==> src/rtl/serial_adder_ctrl.sv <==
// rtl/serial_adder_ctrl.sv - bit-serial {c_out,sum} = a + b + c_in through a single full_adder
// Define SERIAL_ADDER_OVF_EN to add the signed-overflow output ovf.

module full_adder (
  input  logic a,
  input  logic b,
  input  logic c_in,
  output logic s,
  output logic c_out
);
  assign s     = a ^ b ^ c_in;
  assign c_out = (a & b) | (c_in & (a ^ b));
endmodule

module serial_adder_ctrl #(
  parameter int WIDTH = 8
) (
  input  logic             clk,
  input  logic             rst,
  input  logic             start,
  input  logic [WIDTH-1:0] a,
  input  logic [WIDTH-1:0] b,
  input  logic             c_in,
  output logic             busy,
  output logic             done,
  output logic [WIDTH-1:0] sum,
  output logic             c_out
`ifdef SERIAL_ADDER_OVF_EN
  ,
  output logic             ovf
`endif
);
  localparam int IW = (WIDTH > 1) ? $clog2(WIDTH) : 1;
  localparam int CW = $clog2(WIDTH) + 1;
  localparam logic [CW-1:0] LAST = CW'(WIDTH - 1);

  typedef enum logic [1:0] {S_IDLE, S_RUN, S_DONE} state_t;

  state_t         state;
  logic [WIDTH-1:0] a_q;
  logic [WIDTH-1:0] b_q;
  logic           carry_q;
  logic [CW-1:0]  cnt;
  logic [IW-1:0]  idx;
  logic           fa_s;
  logic           fa_c;

  // cnt never exceeds WIDTH-1 while in RUN, so its low bits are a valid bit index
  assign idx = cnt[IW-1:0];

  full_adder u_fa (
    .a     (a_q[idx]),
    .b     (b_q[idx]),
    .c_in  (carry_q),
    .s     (fa_s),
    .c_out (fa_c)
  );

  always_ff @(posedge clk) begin
    if (rst) begin
      state   <= S_IDLE;
      busy    <= 1'b0;
      done    <= 1'b0;
      sum     <= '0;
      c_out   <= 1'b0;
      cnt     <= '0;
      carry_q <= 1'b0;
      a_q     <= '0;
      b_q     <= '0;
`ifdef SERIAL_ADDER_OVF_EN
      ovf     <= 1'b0;
`endif
    end else begin
      done <= 1'b0;
      case (state)
        S_IDLE: begin
          if (start) begin
            a_q     <= a;
            b_q     <= b;
            carry_q <= c_in;
            cnt     <= '0;
            sum     <= '0;
            busy    <= 1'b1;
            state   <= S_RUN;
          end
        end
        S_RUN: begin
          sum[idx] <= fa_s;
          carry_q  <= fa_c;
          cnt      <= cnt + CW'(1);
          if (cnt == LAST) begin
            c_out <= fa_c;
`ifdef SERIAL_ADDER_OVF_EN
            // carry_q here is the carry into the MSB, fa_c the carry out of it
            ovf   <= carry_q ^ fa_c;
`endif
            busy  <= 1'b0;
            done  <= 1'b1;
            state <= S_DONE;
          end
        end
        S_DONE: state <= S_IDLE;
        default: state <= S_IDLE;
      endcase
    end
  end
endmodule

==> config.mk <==
export PLATFORM = sky130hd
export DESIGN_NAME = serial_adder_ctrl
export DESIGN_NICKNAME = d
export VERILOG_FILES = /design/src/rtl/serial_adder_ctrl.sv
export SDC_FILE = /design/constraint.sdc
export NUM_CORES = 1
export LEC_CHECK = 0
export CORE_ASPECT_RATIO = 1.75
export CORE_MARGIN = 8
export CORE_UTILIZATION = 50
export CTS_BUF_LIST = sky130_fd_sc_hd__clkbuf_4 sky130_fd_sc_hd__clkbuf_8
export DETAILED_ROUTE_END_ITERATION = 10
export DONT_BUFFER_PORTS = 1
export GPL_ROUTABILITY_DRIVEN = 0
export PLACE_DENSITY = 0.75
export SLEW_MARGIN = 20
export SYNTH_ARGS = -nofsm -noshare
export SYNTH_HDL_FRONTEND = slang
export SYNTH_SLANG_ARGS = --single-unit
export TNS_END_PERCENT = 50
==> constraint.sdc <==
create_clock -name clk -period 3.27 [get_ports clk]
set_clock_uncertainty 0.2 [all_clocks]
set_input_delay 0.4905 -clock clk [delete_from_list [all_inputs] [get_ports clk]]
set_output_delay 0.4905 -clock clk [all_outputs]
set_load 0.03 [all_outputs]
=== Word level (Yosys, flattened, before mapping) ===
Index checks and enable logic that the tools add are counted.

* Register bits: 34
* Input bits: 20
* Output and inout bits: 11
* Word-level logic and storage cells: 51

* Add/sub/neg operators: 1
* Order comparisons: 2
* Eq/ne operators: 4
* Multiplexer cells: 20
* Bitwise logic cells: 6
* Reduce and logical (&&, ||, !) cells: 9

{| class="wikitable"
|+ Operator list
! cell !! count
|-
| case mux 8 bit (2 select lines) || 1
|-
| bitwise mux 8 bit || 1
|-
| two-way mux 8 bit || 1
|-
| case mux 4 bit (2 select lines) || 1
|-
| AND reduction 2 bit || 4
|-
| two-way mux 1 bit || 7
|-
| binary-select mux 1 bit (select 3 bit) || 2
|-
| adder 4 x 1 -> 4 bit, second input constant || 1
|-
| equality test 4 x 3 -> 1 bit, second input constant || 1
|-
| less-than comparator 3 x 4 -> 1 bit, second input constant || 1
|-
| two-way mux 2 bit || 2
|-
| two-way mux 4 bit || 1
|-
| != test 2 bit, second input constant || 2
|-
| case mux 1 bit (2 select lines) || 2
|-
| case mux 2 bit (2 select lines) || 1
|-
| demux 1 bit (select 3 bit) || 1
|-
| greater-or-equal comparator 3 x 1 -> 1 bit, second input constant || 1
|-
| AND reduction 3 bit || 1
|-
| AND 1 bit || 2
|-
| equality test 2 x 1 -> 1 bit, second input constant || 1
|-
| zero test 2 bit || 1
|-
| nonzero test 2 bit || 1
|-
| OR reduction 2 bit || 1
|-
| XOR 1 bit || 2
|-
| other kinds (3) || 3
|}

=== Longest topological paths before layout ===
Gate-level depths: netlist of the first run.

* Depth in word-level cells: 6
* Mapped depth: 9
* Mapped depth without buffers: 6

=== Modules after synthesis ===
From an unflattened synthesis of the first run, not the netlist that was laid out.

* Cells, all modules: 184
* Area total of the unflattened synthesis: 1590.3 µm²

{| class="wikitable"
|+ Modules (own cells, without submodules)
! module !! times used !! cells an instance !! area an instance (µm²) !! sequential area each (µm²)
|-
| serial_adder_ctrl || 1 || 183 || 1570.3 || 680.7
|-
| full_adder || 1 || 1 || 20.0 || 0.0
|}

=== Worst setup path before layout of the first run ===
OpenSTA, ideal clock, no wires.

* Path type: register to register
* From: register cnt[2]
* To: register sum[1]
* Library setup time: 58 ps
* Arrival: 2384 ps
* Required time: 3012 ps
* Setup slack: 627 ps
* Cell stages (with the launch flop): 9
* Buffers on the path: 2
* Clock period less this slack: 2643 ps
* Path through: dfxtp_1 -> clkbuf_1 -> mux4_2 -> mux2i_1 -> fa_1 -> or2_2 -> buf_4 -> nor4_1 -> a31o_2

* Cells in the longest elaborated chain, start to end: 6
* Elaborated cells between the ends (all ways): 13
* Classes of those cells: order compare: 2; mux: 8; bitwise: 2; reduce/logical: 1

{| class="wikitable"
|+ RTL lines
! what !! RTL line !! source
|-
| start: declaration || 43 || <nowiki>logic [CW-1:0] cnt;</nowiki>
|-
| start signal: assignment || 90 || <nowiki>cnt <= cnt + CW'(1);</nowiki>
|-
| less-than comparator 3 x 4 -> 1 bit (not written as such), or another cell as far along || 88 || <nowiki>sum[idx] <= fa_s;</nowiki>
|-
| logical AND 1 bit (not written as such), or another cell as far along || 88 ||
|-
| two-way mux 1 bit (not written as such) / XOR 1 bit (equally long branches) || 88, 11 ||
|-
| demux 1 bit (select 3 bit) / XOR 1 bit (equally long branches) || 88, 11 ||
|-
| bitwise mux 8 bit (*) || 88 ||
|-
| case mux 8 bit (2 select lines) (*) || 75 || <nowiki>case (state)</nowiki>
|-
| end signal: indexed assignment || 88 ||
|-
| end: declaration || 26 || <nowiki>output logic [WIDTH-1:0] sum,</nowiki>
|}

Every way passes the cells marked *; elsewhere a longest branch is shown, timed or not. The select of a mux whose other input is x is not followed.
A chain may end at the register's enable or synchronous reset.

=== Worst setup path after layout of the first run ===
* From: register cnt[1]
* To: register sum[1]

The elaborated chain is that of the path after synthesis.

==> results of run 1 <==
[logic make-up (layout without fill, tap and decap cells)]
logic type | Yosys count | after routing | share of synthesized area (%)
AND/OR/NAND/NOR | 75 | 75 | 25.3
buffers and inverters | 15 | 11 | 5.13
AO/OA/AOI/OAI | 36 | 36 | 15.1
flip-flops | 34 | 34 | 45.0
adder cells (fa/ha/maj) | 2 | 2 | 2.15
multiplexers | 6 | 6 | 7.29
[final timing paths]
check | start | endpoint | slack, ps
hold / removal | rst | done$_SDFF_PP0_ | 70
setup / recovery | cnt[1]$_SDFFE_PP0P_ | sum[1]$_SDFFE_PP0P_ | 290
hold reg to reg | b_q[4]$_SDFFE_PP0P_ | b_q[4]$_SDFFE_PP0P_ | 250
setup reg to reg | cnt[1]$_SDFFE_PP0P_ | sum[1]$_SDFFE_PP0P_ | 290
[routing by layer]
metal	share of wire [%]	GRT usage (%)
met4	1.4	7.11
met5	0	0
met3	5.9	5.39
met1	40	13.4
met2	53	24.3
[state kept, by name, indices dropped and copies added, names as in the netlist]
| register | flops |
|---|---|
| a_q | 8 |
| b_q | 8 |
| sum | 8 |
| cnt | 4 |
| state | 2 |
| busy | 1 |
| c_out | 1 |
| carry_q | 1 |
| done | 1 |
[Yosys cell counts, types with 2 or more instances]
cell type	instances	area [um2]
nand2_1	39	146
nand3b_1	3	22.5
a211oi_1	3	22.5
nor2_1	3	11.3
dfxtp_1	34	681
nand3_1	2	10.0
a31o_2	7	61.3
or3_1	3	18.8
buf_2	8	40.0
nor4_1	2	12.5
mux2i_1	2	20.0
clkbuf_1	4	15.0
nand2b_1	3	18.8
nor2b_1	4	25.0
mux4_2	4	90.1
a21oi_1	20	100
nor3_1	6	30.0
[area by class of cell]
class,count,area [um2],share of cell area [%]
clock buffer,5,68.8,4.31
clock inverter,3,40.0,2.51
inverter,1,3.75,0.235
multi-input combinational,119,753,47.2
sequential,34,681,42.6
tap,28,35.0,2.19
timing repair buffer,2,15.0,0.940
[stage by stage]
step / setup WS [ps] / std cells / utilization, % / hold WS, ps
floorplan: 627 / 168 / - / 233
global placement: 415 / 184 / 51.4 / 235
detailed placement: 317 / 184 / 51.4 / 241
CTS: 281 / 192 / 55.1 / 55.4
global route: 127 / 192 / 55.1 / 50.8
finish: 288 / 192 / 55.1 / 67.6
[worst max-delay path, stage by stage, from the launching register on]
cell	delay, ps
dfxtp_1	720
mux4_2	580
mux2i_1	220
fa_1	440
or2_2	370
nor4_1	260
a31o_2	150
[power by group through the flow]
stage	clock network [uW]	registers, uW	logic (uW)
floorplan	0	451	64.1
global placement	0	458	59.4
detailed placement	0	459	62.0
CTS	381	449	62.3
global route	405	452	70.3
finish	375	449	62.0
==> run metrics, run 1 <==
Port Buffers=0; Lkg Pwr=approximately 0.00056 uW; core area=2900 um2; clk buf depth=2; number of global-route vias before repair=1196; largest net degree at the start of global routing=30; commonest cells after routing, fill and taps aside=nand2_1 (39), dfxtp_1 (34), a21oi_1 (20); kind of end point of the critical path=flip-flop; Reg power frac=between 50% and 60%; Period minus WS final=2980 ps; max cap viols=0; CP required=3310 ps; Avg Inst Size Synth=around 9.0 um2; # diodes=0; sequential share of the synthesized area=between 40% and 50%; routed vias=1155; I/O pins=31; Clk pwr share=between 40% and 50%; GR Util All Layers=a little over an eighth; RSZ-0062 raised after global routing=no; commonest non-fill, non-tap cell in the layout=nand2_1; CTS buffer count=5; initial core utilization=between 50% and 60%; first-pass GRT wire length=5400 um; CTS tree=yes; Fmax=roughly 0.34 GHz; layout cells sized above 1=15.9%; Critical Path Fanout Max=17; post-DP HPWL=2310 um; max_slew headroom=58.7%; Worst Path Arrival=3020 ps; Routed Antenna Nets=0; switching share of power=23.0%; hold path depth=1; die height=88.7 um; Reg2Reg Depth=6; CTS HTree Levels=2; Slew Limit Fails=0; internal power=682 uW; fin area=1600 um2; area delta synth->final=5.63%; DRC=0; vias per inst=6.02; hold-fix buffers at CTS=0; Final Hold Vio Count=0; VDD IR max=485 uV; WL final=3140 um; crit share post-route=approximately 90%; post-synthesis cell count=about 170; cell area after placement=~1500 um2; Worst-path clk slew=70 ps; Syn Nets=190; Yosys reg bits=34; Post-CTS Setup Bufs=0; nets=around 190; Setup crit start kind=flip-flop; routed length per instance=16.3 um; leading register cell type out of synthesis=dfxtp_1; Psw=between 200 and 250 uW; Setup TNS Final=0 ps; status=finished, final reports clean; Worst-Margin Slew=around 620 ps; GRT overflow=0; clock sink count=34; DIE AREA=around 5100 um2; CTS Root Cell=clkbuf_8; Post-CTS Resized=0; fillers=~270; min-delay worst type=in2reg; post-synthesis cell area=1510 um2; # rows=26; Post-synth EDFFs=0; Synth cell types=38; final setup fails=0; CP Class=reg2reg; Post-synth ARST share=0%; Horiz. Die Dim=57.6 um; initial antenna violation count=0; drt pass-1 iters=6; Logic pwr share=under 10%; Pwr Total=886 uW; PwrDens=roughly 550 nW/um2; clock latency on the worst-skew pair=290 ps; drt initial violations=26; yosys synthesis warning count=0
(Power assumes the default switching activity.)
==> inputs of run 2 (changes only) <==
- SETUP_SLACK_MARGIN: not set -> 0.2
==> run 2 against run 1 <==
Sequential power about the same; fmax increased by 7.8%; routed wire length barely moved; worst setup slack improved by 220 ps; first-iteration DRC count rose by 3.8%; critical path depth unchanged; global-route usage stayed put; clock power about the same; clock-buffer cell count did not move; core utilization barely moved; sequential cell count stayed put; critical path type unchanged; largest cell class unchanged; largest power group unchanged.
==> run metrics, run 2 (synthesis gave the netlist of run 1 again) <==
status=finished, final reports clean; I/O pins=31 (unchanged); DIE AREA=5110 um2 (unchanged); CP Class=reg2reg; Worst-Margin Slew=565 ps (-52.9 ps); kind of end point of the critical path=flip-flop; core area=2900 um2 (unchanged); GRT overflow=0 (unchanged); clk buf depth=2 (unchanged); commonest cells after routing, fill and taps aside=nand2_1 (39), dfxtp_1 (33), a21oi_1 (20); Setup crit start kind=flip-flop; max cap viols=0 (unchanged); crit share post-route=84.6% (-6.6 points); Slew Limit Fails=0 (unchanged); nets=185 (unchanged); CTS buffer count=5 (unchanged); CTS HTree Levels=2 (unchanged); Setup TNS Final=0 ps (unchanged); top flop regs=a_q (8), b_q (8), sum (8); first-pass GRT wire length=5400 um (unchanged); Critical Path Fanout Max=17 (unchanged); worst path cell trace=mux4_2 > mux2i_1 > fa_1 > or2_2 > nor4_1 > a31o_2; largest net degree at the start of global routing=30 (unchanged); drt pass-1 iters=6 (unchanged); Core Util, Final=55.2% (about the same); clock sink count=34 (unchanged); Port Buffers=0 (unchanged); CTS Root Cell=clkbuf_8; Horiz. Die Dim=57.6 um (unchanged); beginning of the worst hold path=rst; area delta synth->final=5.71% (about the same); CTS tree=yes; Final Hold Vio Count=0 (unchanged); Reg2Reg Setup Slack=500 ps (+220 ps); GR Util All Layers=13.7% (unchanged); Worst-path clk slew=70 ps (about the same); routed vias=1155 (unchanged); die height=88.7 um (unchanged); Worst Path Arrival=2810 ps (-210 ps); DRC=0 (unchanged); # rows=26 (unchanged); post-DP HPWL=2310 um (unchanged); CP Buf/Inv Count=0 (unchanged); VDD IR max=485 uV (unchanged); drt initial violations=27 (+3.8%); Crit-path slowest cell=mux4_2; hold path depth=1 (unchanged); PwrDens=554 nW/um2 (about the same); max_slew headroom=62.2% (+3.5 points); Reg2Reg Depth=6 (unchanged); layout cells sized above 1=16.5% (+0.61 points); Post-CTS Setup Bufs=0 (unchanged); Post-Place Setup Slack=317 ps (unchanged); initial antenna violation count=0 (unchanged); min-delay worst type=in2reg; initial core utilization=52.2% (unchanged); Lkg Pwr=0.000565 uW (about the same); Pwr Total=886 uW (about the same); CP peak stage delay=550 ps (-170 ps); vias per inst=6.02 (unchanged); hold path endpoint=done$_SDFF_PP0_; Routed Antenna Nets=0 (unchanged); WL final=3140 um (about the same); Reg2Reg Launch Point=cnt[1]$_SDFFE_PP0P_; commonest non-fill, non-tap cell in the layout=nand2_1; Hold Slack=67.6 ps (+0.00720 ps); critical path's top delay family=multiplexers; # diodes=0 (unchanged); number of global-route vias before repair=1196 (unchanged); Setup WS post-layout=503 ps (+215 ps); hold-fix buffers at CTS=0 (unchanged); final setup fails=0 (unchanged); CP required=3310 ps (about the same); RSZ-0062 raised after global routing=no; clock latency on the worst-skew pair=290 ps (about the same); Period minus WS final=2770 ps (-215 ps); RR Endpoint=sum[1]$_SDFFE_PP0P_; Fmax=0.361 GHz (+7.8%); routed length per instance=16.4 um (about the same)
[run 2: changes by cell type in the layout (fill, tap and decap cells not counted)]
| cell | change |
|---|---|
| dfxtp_2 | +1 |
| dfxtp_1 | -1 |
[run 2: worst max path at each step]
stage	startpoint	endpoint	slack, ps	cells after the start
after floorplan	cnt[2]$_SDFFE_PP0P_	sum[1]$_SDFFE_PP0P_	630	8
after global placement	cnt[1]$_SDFFE_PP0P_	sum[1]$_SDFFE_PP0P_	420	6
after detailed placement	cnt[1]$_SDFFE_PP0P_	sum[1]$_SDFFE_PP0P_	320	6
after CTS	cnt[1]$_SDFFE_PP0P_	sum[1]$_SDFFE_PP0P_	280	6
after global routing	cnt[1]$_SDFFE_PP0P_	sum[1]$_SDFFE_PP0P_	380	6
final	cnt[1]$_SDFFE_PP0P_	sum[1]$_SDFFE_PP0P_	500	6
[run 2: cell type report]
| class | instances | area, um2 |
|---|---|---|
| clock buffers | 5 | 68.8 |
| repair buffers | 2 | 15.0 |
| multi-input cells | 119 | 753 |
| inverters | 1 | 3.75 |
| flip-flops and latches | 34 | 682 |
| well taps | 28 | 35.0 |
| fillers | 266 | 1300 |
| clock inverters | 3 | 40.0 |
[run 2: routing by layer]
metal	global-route usage (%)	vias to the layer above	share of wire [%]
li1	-	576	-
met3	5.39	4	5.9
met4	7.11	0	1.4
met5	0	-	0
met2	24.3	29	53
met1	13.4	546	40
[run 2: power breakdown]
part	switching (uW)	total, uW	internal [uW]
logic	34.8	62.0	27.2
clock network	151	375	224
registers	18.2	449	431
[run 2: timing repair]
action                                  4_1_cts  5_1_grt
hold endpoints to repair                      0        0
endpoints found under the setup margin        0        7
resized for setup                             0        1
[run 2: metrics by stage]
step                      cell area, um2  std cells
final                               1600        192
after global routing                1600        192
after CTS                           1600        192
after detailed placement            1490        184
after global placement              1490        184
after floorplan                     1510        168
==> inputs of run 3 (changes only) <==
- PLACE_DENSITY: 0.75 -> 0.78
- clock period: 3.27 -> 2.4 ns (I/O delays scaled with it)
==> run 3 against run 2 <==
The flow now finishes with violations (negative hold slack); critical path depth unchanged; non-clock buffer count up 12; hold slack worse by 130 ps; critical endpoint is now sum[4]$_SDFFE_PP0P_; largest cell class unchanged.
==> run metrics, run 3 (synthesis gave the netlist of run 1 again) <==
min-delay worst type=in2reg; final setup fails=0 (unchanged); Reg2Reg Depth=6 (unchanged); clock sink count=34 (unchanged); worst path cell trace=mux4_2 > mux2i_2 > fa_1 > or2_4 > nor3_2 > a31o_2; I/O pins=31 (unchanged); area delta synth->final=16.7%; Period minus WS final=2360 ps (-409 ps); status=finished with violations; CP Buf/Inv Count=0 (unchanged); CTS HTree Levels=2 (unchanged); # rows=26 (unchanged); RSZ-0062 raised after global routing=yes; initial core utilization=52.2% (unchanged); first-pass GRT wire length=5650 um (+4.7%); number of global-route vias before repair=1252 (+4.7%); Slew Limit Fails=0 (unchanged); Placed Cells=186 (+1.1%); CTS buffer count=5 (unchanged); Fmax=0.424 GHz (+17%); hold-fix buffers at CTS=6 (+6); top flop regs=a_q (8), b_q (8), sum (8); initial antenna violation count=0 (unchanged); Worst Path Arrival=2390 ps (-420 ps); Pwr Total=1200 uW (+35%); Horiz. Die Dim=57.6 um (unchanged); Worst-path clk slew=70 ps (about the same); CP required=2430 ps (-880 ps); clk buf depth=2 (unchanged); routed length per instance=17.3 um (+5.9%); Final Hold Vio Count=20 (+20); max cap viols=0 (unchanged); GRT overflow=0 (unchanged); VDD IR max=524 uV (+8.0%); commonest non-fill, non-tap cell in the layout=nand2_1; core area=2900 um2 (unchanged); commonest cells after routing, fill and taps aside=nand2_1 (39), dfxtp_1 (32), a21oi_1 (20); hold path depth=1 (unchanged); PwrDens=679 nW/um2 (+22%); Setup crit start kind=flip-flop; Finished Layout Cells=204 (+6.3%); Lkg Pwr=0.000641 uW (+13%); nets=197 (+6.5%); critical path's top delay family=multiplexers; Port Buffers=0 (unchanged); CP Depth=6 (unchanged); Routed Antenna Nets=0 (unchanged); clock latency on the worst-skew pair=290 ps (about the same); largest net degree at the start of global routing=30 (unchanged); layout cells sized above 1=23.9% (+7.4 points); CTS tree=yes; DIE AREA=5110 um2 (unchanged); crit share post-route=98.2% (+14 points); Critical Path Fanout Max=8 (-9); GR Util All Layers=14.4% (+0.70 points); Hold Slack=-61.7 ps (-129 ps); failing checks=negative hold slack; vias per inst=5.97 (-0.75%); Crit-path slowest cell=mux4_2; routed vias=1218 (+5.5%); CP Class=reg2reg; post-DP HPWL=2440 um (+5.5%); CTS Root Cell=clkbuf_8; # diodes=0 (unchanged); kind of end point of the critical path=flip-flop; drt pass-1 iters=4 (-2); max_slew headroom=60.9% (-1.4 points); drt initial violations=23 (-15%); DRC=0 (unchanged); Worst-Margin Slew=587 ps (+22.0 ps); CP peak stage delay=520 ps (-30 ps); die height=88.7 um (unchanged); WL final=3530 um (+13%)
==> run 3: layer usage <==
layer  wire length (um)  vias to the layer above  GRT usage, %
li1                   -                      601             -
met1               1320                      582          13.3
met2               1980                       29          26.9
met3                182                        6          5.68
met4                 54                        0          6.65
met5                  0                        -             0
==> run 3: worst paths after layout <==
check                                         start              endpoint  slack, ps
worst max register to register  cnt[1]$_SDFFE_PP0P_   sum[4]$_SDFFE_PP0P_         40
worst min-delay path                            rst  carry_q$_SDFFE_PP0P_        -60
worst min register to register  b_q[0]$_SDFFE_PP0P_   b_q[0]$_SDFFE_PP0P_        250
worst max-delay path            cnt[1]$_SDFFE_PP0P_   sum[4]$_SDFFE_PP0P_         40
==> run 3: area by class of cell <==
class / instances / area, um2
Clock buffer: 8 / 110
Multi-Input combinational cell: 119 / 806
Tap cell: 28 / 35.0
Timing Repair Buffer: 14 / 124
Sequential cell: 34 / 686
Fill cell: 254 / 1130
Inverter: 1 / 3.75
==> run 3: through the flow <==
step                      setup WS, ps  hold slack (ps)  instance area (um2)  utilization [%]  setup TNS [ps]
after floorplan                  -6.36              233                 1570                -           -16.2
after global placement            62.9              234                 1540             53.2               0
final                             42.9            -61.7                 1760             60.9               0
after detailed placement         -7.39              236                 1540             53.2           -7.39
after global routing             -35.7            -76.3                 1760             60.9            -130
after CTS                         35.7            -64.2                 1720             59.6               0
==> run 3: repair_timing <==
action	in CTS	in global routing
setup buffers	0	4
endpoints found under the hold margin	26	20
pin swaps	2	0
resized for setup	4	2
endpoints found under the setup margin	8	10
==> run 3: power breakdown <==
group | switching (uW) | internal (uW) | total, uW
Clock | 194 | 289 | 483
Sequential | 22.3 | 587 | 609
Combinational | 58.9 | 46.4 | 105
Total | 275 | 922 | 1200
